`src/rtl/dsp_pkg.sv`:
```
// ---------------------------------------------------------------------------
// dsp_pkg
//   Shared types for the frequency-sweep sequencer.
//   - DEFAULT_FREQ_WIDTH : default width of NCO phase-increment words
//   - sweep_mode_e       : sweep mode encoding as seen on the `mode` input
//   - sweep_state_e      : sequencer state encoding
// ---------------------------------------------------------------------------
package dsp_pkg;

    localparam int DEFAULT_FREQ_WIDTH = 32;

    typedef enum logic [1:0] {
        SWEEP_SINGLE   = 2'd0,
        SWEEP_REPEAT   = 2'd1,
        SWEEP_TRIANGLE = 2'd2,
        SWEEP_RSVD     = 2'd3   // decoded exactly like SWEEP_SINGLE
    } sweep_mode_e;

    typedef enum logic {
        ST_IDLE = 1'b0,
        ST_RUN  = 1'b1
    } sweep_state_e;

endpackage

```
`src/rtl/sweep_step_clamp.sv`:
```
// ---------------------------------------------------------------------------
// sweep_step_clamp
//   Combinational +/- step with clamp to target.
//   Ports:
//     cur    in  current increment value
//     step   in  unsigned step magnitude (0 means jump straight to target)
//     target in  value the sweep is heading towards
//     up     in  1 = add step, 0 = subtract step
//     next   out next increment value, never beyond target, never wrapped
// ---------------------------------------------------------------------------
module sweep_step_clamp #(
    parameter int FREQ_WIDTH = 32
) (
    input  logic [FREQ_WIDTH-1:0] cur,
    input  logic [FREQ_WIDTH-1:0] step,
    input  logic [FREQ_WIDTH-1:0] target,
    input  logic                  up,
    output logic [FREQ_WIDTH-1:0] next
);

    logic [FREQ_WIDTH:0] sum_ext;
    logic [FREQ_WIDTH:0] diff_ext;
    logic                passed;

    always_comb begin
        // One extra bit catches wrap past all-ones (carry) or below zero (borrow).
        sum_ext  = {1'b0, cur} + {1'b0, step};
        diff_ext = {1'b0, cur} - {1'b0, step};

        if (up) begin
            passed = sum_ext[FREQ_WIDTH] || (sum_ext[FREQ_WIDTH-1:0] > target);
        end else begin
            passed = diff_ext[FREQ_WIDTH] || (diff_ext[FREQ_WIDTH-1:0] < target);
        end

        if ((step == '0) || passed) begin
            next = target;
        end else if (up) begin
            next = sum_ext[FREQ_WIDTH-1:0];
        end else begin
            next = diff_ext[FREQ_WIDTH-1:0];
        end
    end

endmodule

```
`src/rtl/nco_freq_sweep.sv`:
```
// ---------------------------------------------------------------------------
// nco_freq_sweep
//   Drives an NCO phase-increment port with linear/stepped frequency sweeps
//   in single-shot, repeating (sawtooth) or triangle mode.
//   Ports:
//     clk, rst_n     clock, asynchronous active-low reset
//     start          pulse: latch configuration and (re)start a sweep
//     stop           pulse: abort a running sweep (wins over start)
//     mode           0 single, 1 repeat, 2 triangle, 3 as single
//     f_start/f_stop sweep end points (either order)
//     f_step         unsigned step magnitude
//     dwell          cycles per value, 0 treated as 1
//     freq_out       registered increment for the NCO
//     sweep_active   high while running
//     step_strobe    pulse with every stepped change of freq_out
//     sweep_done     pulse when a single-mode sweep finishes
// ---------------------------------------------------------------------------
module nco_freq_sweep
    import dsp_pkg::*;
#(
    parameter int FREQ_WIDTH  = DEFAULT_FREQ_WIDTH,
    parameter int DWELL_WIDTH = 16
) (
    input  logic                   clk,
    input  logic                   rst_n,
    input  logic                   start,
    input  logic                   stop,
    input  logic [1:0]             mode,
    input  logic [FREQ_WIDTH-1:0]  f_start,
    input  logic [FREQ_WIDTH-1:0]  f_stop,
    input  logic [FREQ_WIDTH-1:0]  f_step,
    input  logic [DWELL_WIDTH-1:0] dwell,
    output logic [FREQ_WIDTH-1:0]  freq_out,
    output logic                   sweep_active,
    output logic                   step_strobe,
    output logic                   sweep_done
);

    sweep_state_e           state_q,    state_d;
    sweep_mode_e            mode_q,     mode_d;
    logic [FREQ_WIDTH-1:0]  f_start_q,  f_start_d;
    logic [FREQ_WIDTH-1:0]  f_stop_q,   f_stop_d;
    logic [FREQ_WIDTH-1:0]  f_step_q,   f_step_d;
    logic [DWELL_WIDTH-1:0] reload_q,   reload_d;
    logic [DWELL_WIDTH-1:0] cnt_q,      cnt_d;
    logic                   dir_up_q,   dir_up_d;
    logic                   fwd_q,      fwd_d;
    logic [FREQ_WIDTH-1:0]  freq_q,     freq_d;
    logic                   active_q,   active_d;
    logic                   strobe_q,   strobe_d;
    logic                   done_q,     done_d;

    logic [FREQ_WIDTH-1:0]  cur_target;
    logic                   at_target;
    logic                   tri_turn;
    logic                   clamp_fwd;
    logic [FREQ_WIDTH-1:0]  clamp_target;
    logic                   clamp_up;
    logic [FREQ_WIDTH-1:0]  clamp_next;
    logic [DWELL_WIDTH-1:0] dwell_load;

    // fwd_q: heading to f_stop (1) or back to f_start (0, triangle only).
    assign cur_target = fwd_q ? f_stop_q : f_start_q;
    assign at_target  = (freq_q == cur_target);

    // Triangle reversal steps one step off the endpoint toward the other end.
    assign tri_turn     = (mode_q == SWEEP_TRIANGLE) && at_target;
    assign clamp_fwd    = tri_turn ? ~fwd_q : fwd_q;
    assign clamp_target = clamp_fwd ? f_stop_q : f_start_q;
    assign clamp_up     = clamp_fwd ? dir_up_q : ~dir_up_q;

    // Counter runs dwell-1 .. 0, so a value is held exactly max(dwell,1) cycles.
    assign dwell_load = (dwell == '0) ? '0 : (dwell - DWELL_WIDTH'(1));

    sweep_step_clamp #(
        .FREQ_WIDTH (FREQ_WIDTH)
    ) u_step_clamp (
        .cur    (freq_q),
        .step   (f_step_q),
        .target (clamp_target),
        .up     (clamp_up),
        .next   (clamp_next)
    );

    always_comb begin
        state_d   = state_q;
        mode_d    = mode_q;
        f_start_d = f_start_q;
        f_stop_d  = f_stop_q;
        f_step_d  = f_step_q;
        reload_d  = reload_q;
        cnt_d     = cnt_q;
        dir_up_d  = dir_up_q;
        fwd_d     = fwd_q;
        freq_d    = freq_q;
        active_d  = active_q;
        strobe_d  = 1'b0;
        done_d    = 1'b0;

        if (stop) begin
            // Abort freezes freq_out; also masks a coincident start.
            state_d  = ST_IDLE;
            active_d = 1'b0;
        end else if (start) begin
            mode_d    = sweep_mode_e'(mode);
            f_start_d = f_start;
            f_stop_d  = f_stop;
            f_step_d  = f_step;
            reload_d  = dwell_load;
            cnt_d     = dwell_load;
            dir_up_d  = (f_stop >= f_start);
            fwd_d     = 1'b1;
            freq_d    = f_start;
            active_d  = 1'b1;
            state_d   = ST_RUN;
        end else if (state_q == ST_RUN) begin
            if (cnt_q != '0) begin
                cnt_d = cnt_q - DWELL_WIDTH'(1);
            end else begin
                cnt_d = reload_q;
                if (!at_target) begin
                    freq_d   = clamp_next;
                    strobe_d = 1'b1;
                end else begin
                    case (mode_q)
                        SWEEP_REPEAT: begin
                            freq_d   = f_start_q;
                            strobe_d = 1'b1;
                        end
                        SWEEP_TRIANGLE: begin
                            fwd_d    = ~fwd_q;
                            freq_d   = clamp_next;
                            strobe_d = 1'b1;
                        end
                        default: begin
                            state_d  = ST_IDLE;
                            active_d = 1'b0;
                            done_d   = 1'b1;
                        end
                    endcase
                end
            end
        end
    end

    always_ff @(posedge clk or negedge rst_n) begin
        if (!rst_n) begin
            state_q   <= ST_IDLE;
            mode_q    <= SWEEP_SINGLE;
            f_start_q <= '0;
            f_stop_q  <= '0;
            f_step_q  <= '0;
            reload_q  <= '0;
            cnt_q     <= '0;
            dir_up_q  <= 1'b1;
            fwd_q     <= 1'b1;
            freq_q    <= '0;
            active_q  <= 1'b0;
            strobe_q  <= 1'b0;
            done_q    <= 1'b0;
        end else begin
            state_q   <= state_d;
            mode_q    <= mode_d;
            f_start_q <= f_start_d;
            f_stop_q  <= f_stop_d;
            f_step_q  <= f_step_d;
            reload_q  <= reload_d;
            cnt_q     <= cnt_d;
            dir_up_q  <= dir_up_d;
            fwd_q     <= fwd_d;
            freq_q    <= freq_d;
            active_q  <= active_d;
            strobe_q  <= strobe_d;
            done_q    <= done_d;
        end
    end

    assign freq_out     = freq_q;
    assign sweep_active = active_q;
    assign step_strobe  = strobe_q;
    assign sweep_done   = done_q;

endmodule

```
`config.mk`:
```
export PLATFORM = sky130hd
export DESIGN_NAME = nco_freq_sweep
export DESIGN_NICKNAME = d
export VERILOG_FILES = /design/src/rtl/dsp_pkg.sv /design/src/rtl/sweep_step_clamp.sv /design/src/rtl/nco_freq_sweep.sv
export SDC_FILE = /design/constraint.sdc
export NUM_CORES = 1
export LEC_CHECK = 0
export BUFFER_PORTS_ARGS = -buffer_cell sky130_fd_sc_hd__buf_2
export CAP_MARGIN = 20
export CORE_ASPECT_RATIO = 1.1
export CORE_UTILIZATION = 42
export DETAILED_ROUTE_END_ITERATION = 7
export SKIP_CTS_REPAIR_TIMING = 1
export SLEW_MARGIN = 5
export SYNTH_ARGS = -nofsm -noshare
export SYNTH_HDL_FRONTEND = slang
export SYNTH_SLANG_ARGS = --single-unit
```
`constraint.sdc`:
```
create_clock -name clk -period 15.7 [get_ports clk]
set_input_delay 1.57 -clock clk [delete_from_list [all_inputs] [get_ports clk]]
set_output_delay 1.57 -clock clk [all_outputs]
set_load 0.05 [all_outputs]
```
==> impl_metrics.ini <==
[timing]
finalHoldWorstSlack_ns = 0.475
fmaxAchievable_mhz = 122
grt_setup_unrepaired = false
setup_viol = 0
number_of_slew_limit_violations_in_the_final_report = 0
timing.setup.tns_ns = 0
period_minus_slack_ns = 8.21
timing.clock.skew_ns = 0.0130
layout_worst_path_cycle_share_pct = 52.3
hold_violations = 0
worst-slew-pin-transition_ns = 1.06
slew-limit-headroom_pct = 29.2

[setup_path]
crit_slowest_cell = sky130_fd_sc_hd__dfstp_2
timing.critical_path.mode_cell = sky130_fd_sc_hd__or4_1
sum_of_buffers_and_inverters_on_the_critical_path = 2
critical-path-max-stage-delay_ns = 0.96
timing.critical_path.from = fwd_q
timing.critical_path.to_type = register
critical_path_class = reg2reg
cp.arrival_ns = 8.60
regToRegSetupSlack_ns = 7.49
worstRegToRegCells = 19
timing.critical_path.depth = 19
timing.critical_path.required_ns = 16.09
critical_path.endpoint = freq_out[26]
path_cells = buf_16, mux2i_1, xnor2_1, nor4_1, nand4_1, nor3_4, xnor2_4, mux2i_1, ha_1, nand2_1, or4_1, or4_1, or4_1, nor4b_1, a22oi_2, nor2_1, buf_4, mux2_2, o21ai_1
category_of_the_worst_setup_path_launch_point = register
r2r_end = freq_out[26]
worst-path-max-fanout = 22
worst_path_dominant_cell_family = simple AND/OR/NAND/NOR gates
launch_point_of_the_worst_reg_to_reg_path = fwd_q

[routing]
finalWirelength_um = 52100
drt-initial-drc-count = 1090
detail_route.vias_per_cell = 5.85
routed-via-count = 14000
remaining_design_rule_violation_count = 0
drtAntennaViolNets = 0
routed_wire_length_per_instance_um = 21.7
drt-pass1-iter-count = 5

[synthesis]
dominantRegCellSynth = sky130_fd_sc_hd__dfrtp_1
synthesis.nets = 2138
post_synth_inst_count = 1857
post_synth_main_area_contributors = sky130_fd_sc_hd__dfrtp_1, sky130_fd_sc_hd__ha_1, sky130_fd_sc_hd__nand2_1, sky130_fd_sc_hd__xnor2_1, sky130_fd_sc_hd__mux2i_1
yosys.cell_count.top_type = sky130_fd_sc_hd__nand2_1
syn_area_per_cell_um2 = 8.02
synth_edf_count = 0
synth.lib_cells_used.distinct = 74
syn_area_mm2 = 0.0149
area_share_of_the_largest_cell_type_after_synthesis_pct = 27.9
ys_async_sr_fraction_pct = 100
yosysSeqAreaShare_pct = 28.2
yosys-top-cells-count = sky130_fd_sc_hd__nand2_1, sky130_fd_sc_hd__dfrtp_1, sky130_fd_sc_hd__ha_1, sky130_fd_sc_hd__o21ai_0, sky130_fd_sc_hd__nor2_1
synth_warnings = 0
ys_seq_elements = 168
netlist.top_cell.by_area = sky130_fd_sc_hd__dfrtp_1

[place]
place_inst = 2366
gp_congestion = 0.952
detailed_placement_wirelength_estimate_um = 40600
placement.io_buffers = 152

[die]
boundaryPins = 153
core_mm2 = 0.0346
die_area_mm2 = 0.0362
floorplan.rows = 71
chipHeight_um = 200
die-width_um = 182
initial_utilization_pct = 43.1

[power]
total_power_per_unit_cell_area_mw_per_mm2 = 136
p_leak_nw = 7.82
vdd_drop_max_uv = 90.9

[hold_path]
worst_min_delay_path_startpoint = reload_q[7]
hold_path_class = reg2reg

[clock_tree]
insertion_delay_ns = 0.48
htreeDepth = 4
clk_transition_reported_paths_ns = 0.07
cts_tree = built
cts_max_path_buffers = 2
cts_inserted_buffers = 17
clk_root_buffer_cell = sky130_fd_sc_hd__clkbuf_16
tritoncts_num_sinks = 168

[global_routing]
grt_start_max_net_pins = 80
globalRouteTotalUtil_pct = 29.5
grt_overflow_total = 0
grt_pass1_wl_um = 80800
antenna_found_initial = 0
grt_pass1_vias = 13600

[cells_and_area]
nNetsFinal = 2229
area_grow_syn2layout_pct = 11.3
antenna_cells_inserted = 0
post_route_cells_drive_above_1_share_pct = 11.8
layoutNonFillerInstCount = 2399
filler_instances = 3430

[outcome]
run_status = finished, final reports clean

[flow_run]
cap_viol_max_count = 0
worst min-delay path by stage:
stage          slack, ns  cells past startpoint      endpoint
4_1_cts             0.48                      2  reload_q[12]
5_1_grt             0.49                      2  reload_q[12]
3_5_place_dp        0.46                      2   reload_q[7]
6_report            0.48                      2   reload_q[7]
2_1_floorplan       0.45                      2   reload_q[8]
3_3_place_gp        0.46                      2  reload_q[12]
area by class of cell:
type                            count  area [µm²]  area share (%)
Tap cell                          438         548            3.30
Multi-Input combinational cell   1485        9940            60.0
Clock buffer                       20         447            2.69
Inverter                          105         394            2.38
Clock inverter                     12         120           0.724
Sequential cell                   168        4210            25.4
Timing Repair Buffer              171         927            5.59
cell families after synthesis:
group                      Yosys count  share of synthesized area, %
adders and majority gates          163                          13.8
and+or+nand+nor                    616                          18.6
DFF                                168                          28.2
xor gates and xnor gates           116                          6.96
buffers and inverters              204                          5.40
AOI/OAI and AO/OA                  500                          20.9
muxes                               90                          6.15
registers in the layout, indices dropped and copies added (netlist names), 2 cells and up:
register and cells:
reload_q 16, f_start_q 32, freq_out 32, mode_q 2, f_step_q 32, f_stop_q 32
cnt_q 16
power by group:
group | leakage, nW | total [mW] | internal [mW] | switching, mW
registers | 2.06 | 0.585 | 0.491 | 0.0938
logic | 5.49 | 1.23 | 0.465 | 0.768
clock network | 0.271 | 0.432 | 0.225 | 0.207
tightest hold or removal path: stages (launching register included):
cell and delay (ns):
sky130_fd_sc_hd__dfrtp_1 0.34, sky130_fd_sc_hd__nand2_1 0.05, sky130_fd_sc_hd__nand2_1 0.06
routing by layer:
layer  up-vias  GRT usage (%)  share of wire [%]  wire length, µm
met5         -              0                  0                0
met1      6722           39.8                 46            24100
met2       450           48.1                 46            23800
met4         0           10.7                3.2             1650
met3        87           3.88                4.9             2570
li1       6779              -                  -                -
cell usage in the layout (no fill, tap or decap), types with 12 or more instances in the layout:
master,instances
sky130_fd_sc_hd__nor3_1,26
sky130_fd_sc_hd__ha_1,161
sky130_fd_sc_hd__a211oi_1,28
sky130_fd_sc_hd__nand3_1,24
sky130_fd_sc_hd__a31oi_1,12
sky130_fd_sc_hd__xor2_1,16
sky130_fd_sc_hd__nand2_1,285
sky130_fd_sc_hd__nand2b_1,16
sky130_fd_sc_hd__clkbuf_16,17
sky130_fd_sc_hd__o21bai_1,14
sky130_fd_sc_hd__dfrtp_1,166
sky130_fd_sc_hd__inv_1,104
sky130_fd_sc_hd__buf_2,152
sky130_fd_sc_hd__nand4_1,30
sky130_fd_sc_hd__xnor2_1,97
sky130_fd_sc_hd__a21oi_1,131
sky130_fd_sc_hd__o21ai_0,156
sky130_fd_sc_hd__nor2b_1,14
sky130_fd_sc_hd__mux2i_1,78
sky130_fd_sc_hd__nor2_1,146
sky130_fd_sc_hd__nor4_1,32
sky130_fd_sc_hd__buf_4,17
sky130_fd_sc_hd__o31ai_1,13
sky130_fd_sc_hd__a21o_1,38
through the flow:
step / power [mW] / cell area (µm²) / utilization, % / setup slack [ns]
after floorplan: 1.42 / 14900 / - / 9.34
after global placement: 1.80 / 16000 / 46.3 / 7.27
after detailed placement: 1.80 / 16000 / 46.3 / 7.36
after CTS: 2.24 / 16600 / 47.9 / 7.34
after global routing: 2.41 / 16600 / 48.0 / 7.16
final: 2.25 / 16600 / 48.0 / 7.49
(Power assumes the default switching activity.)
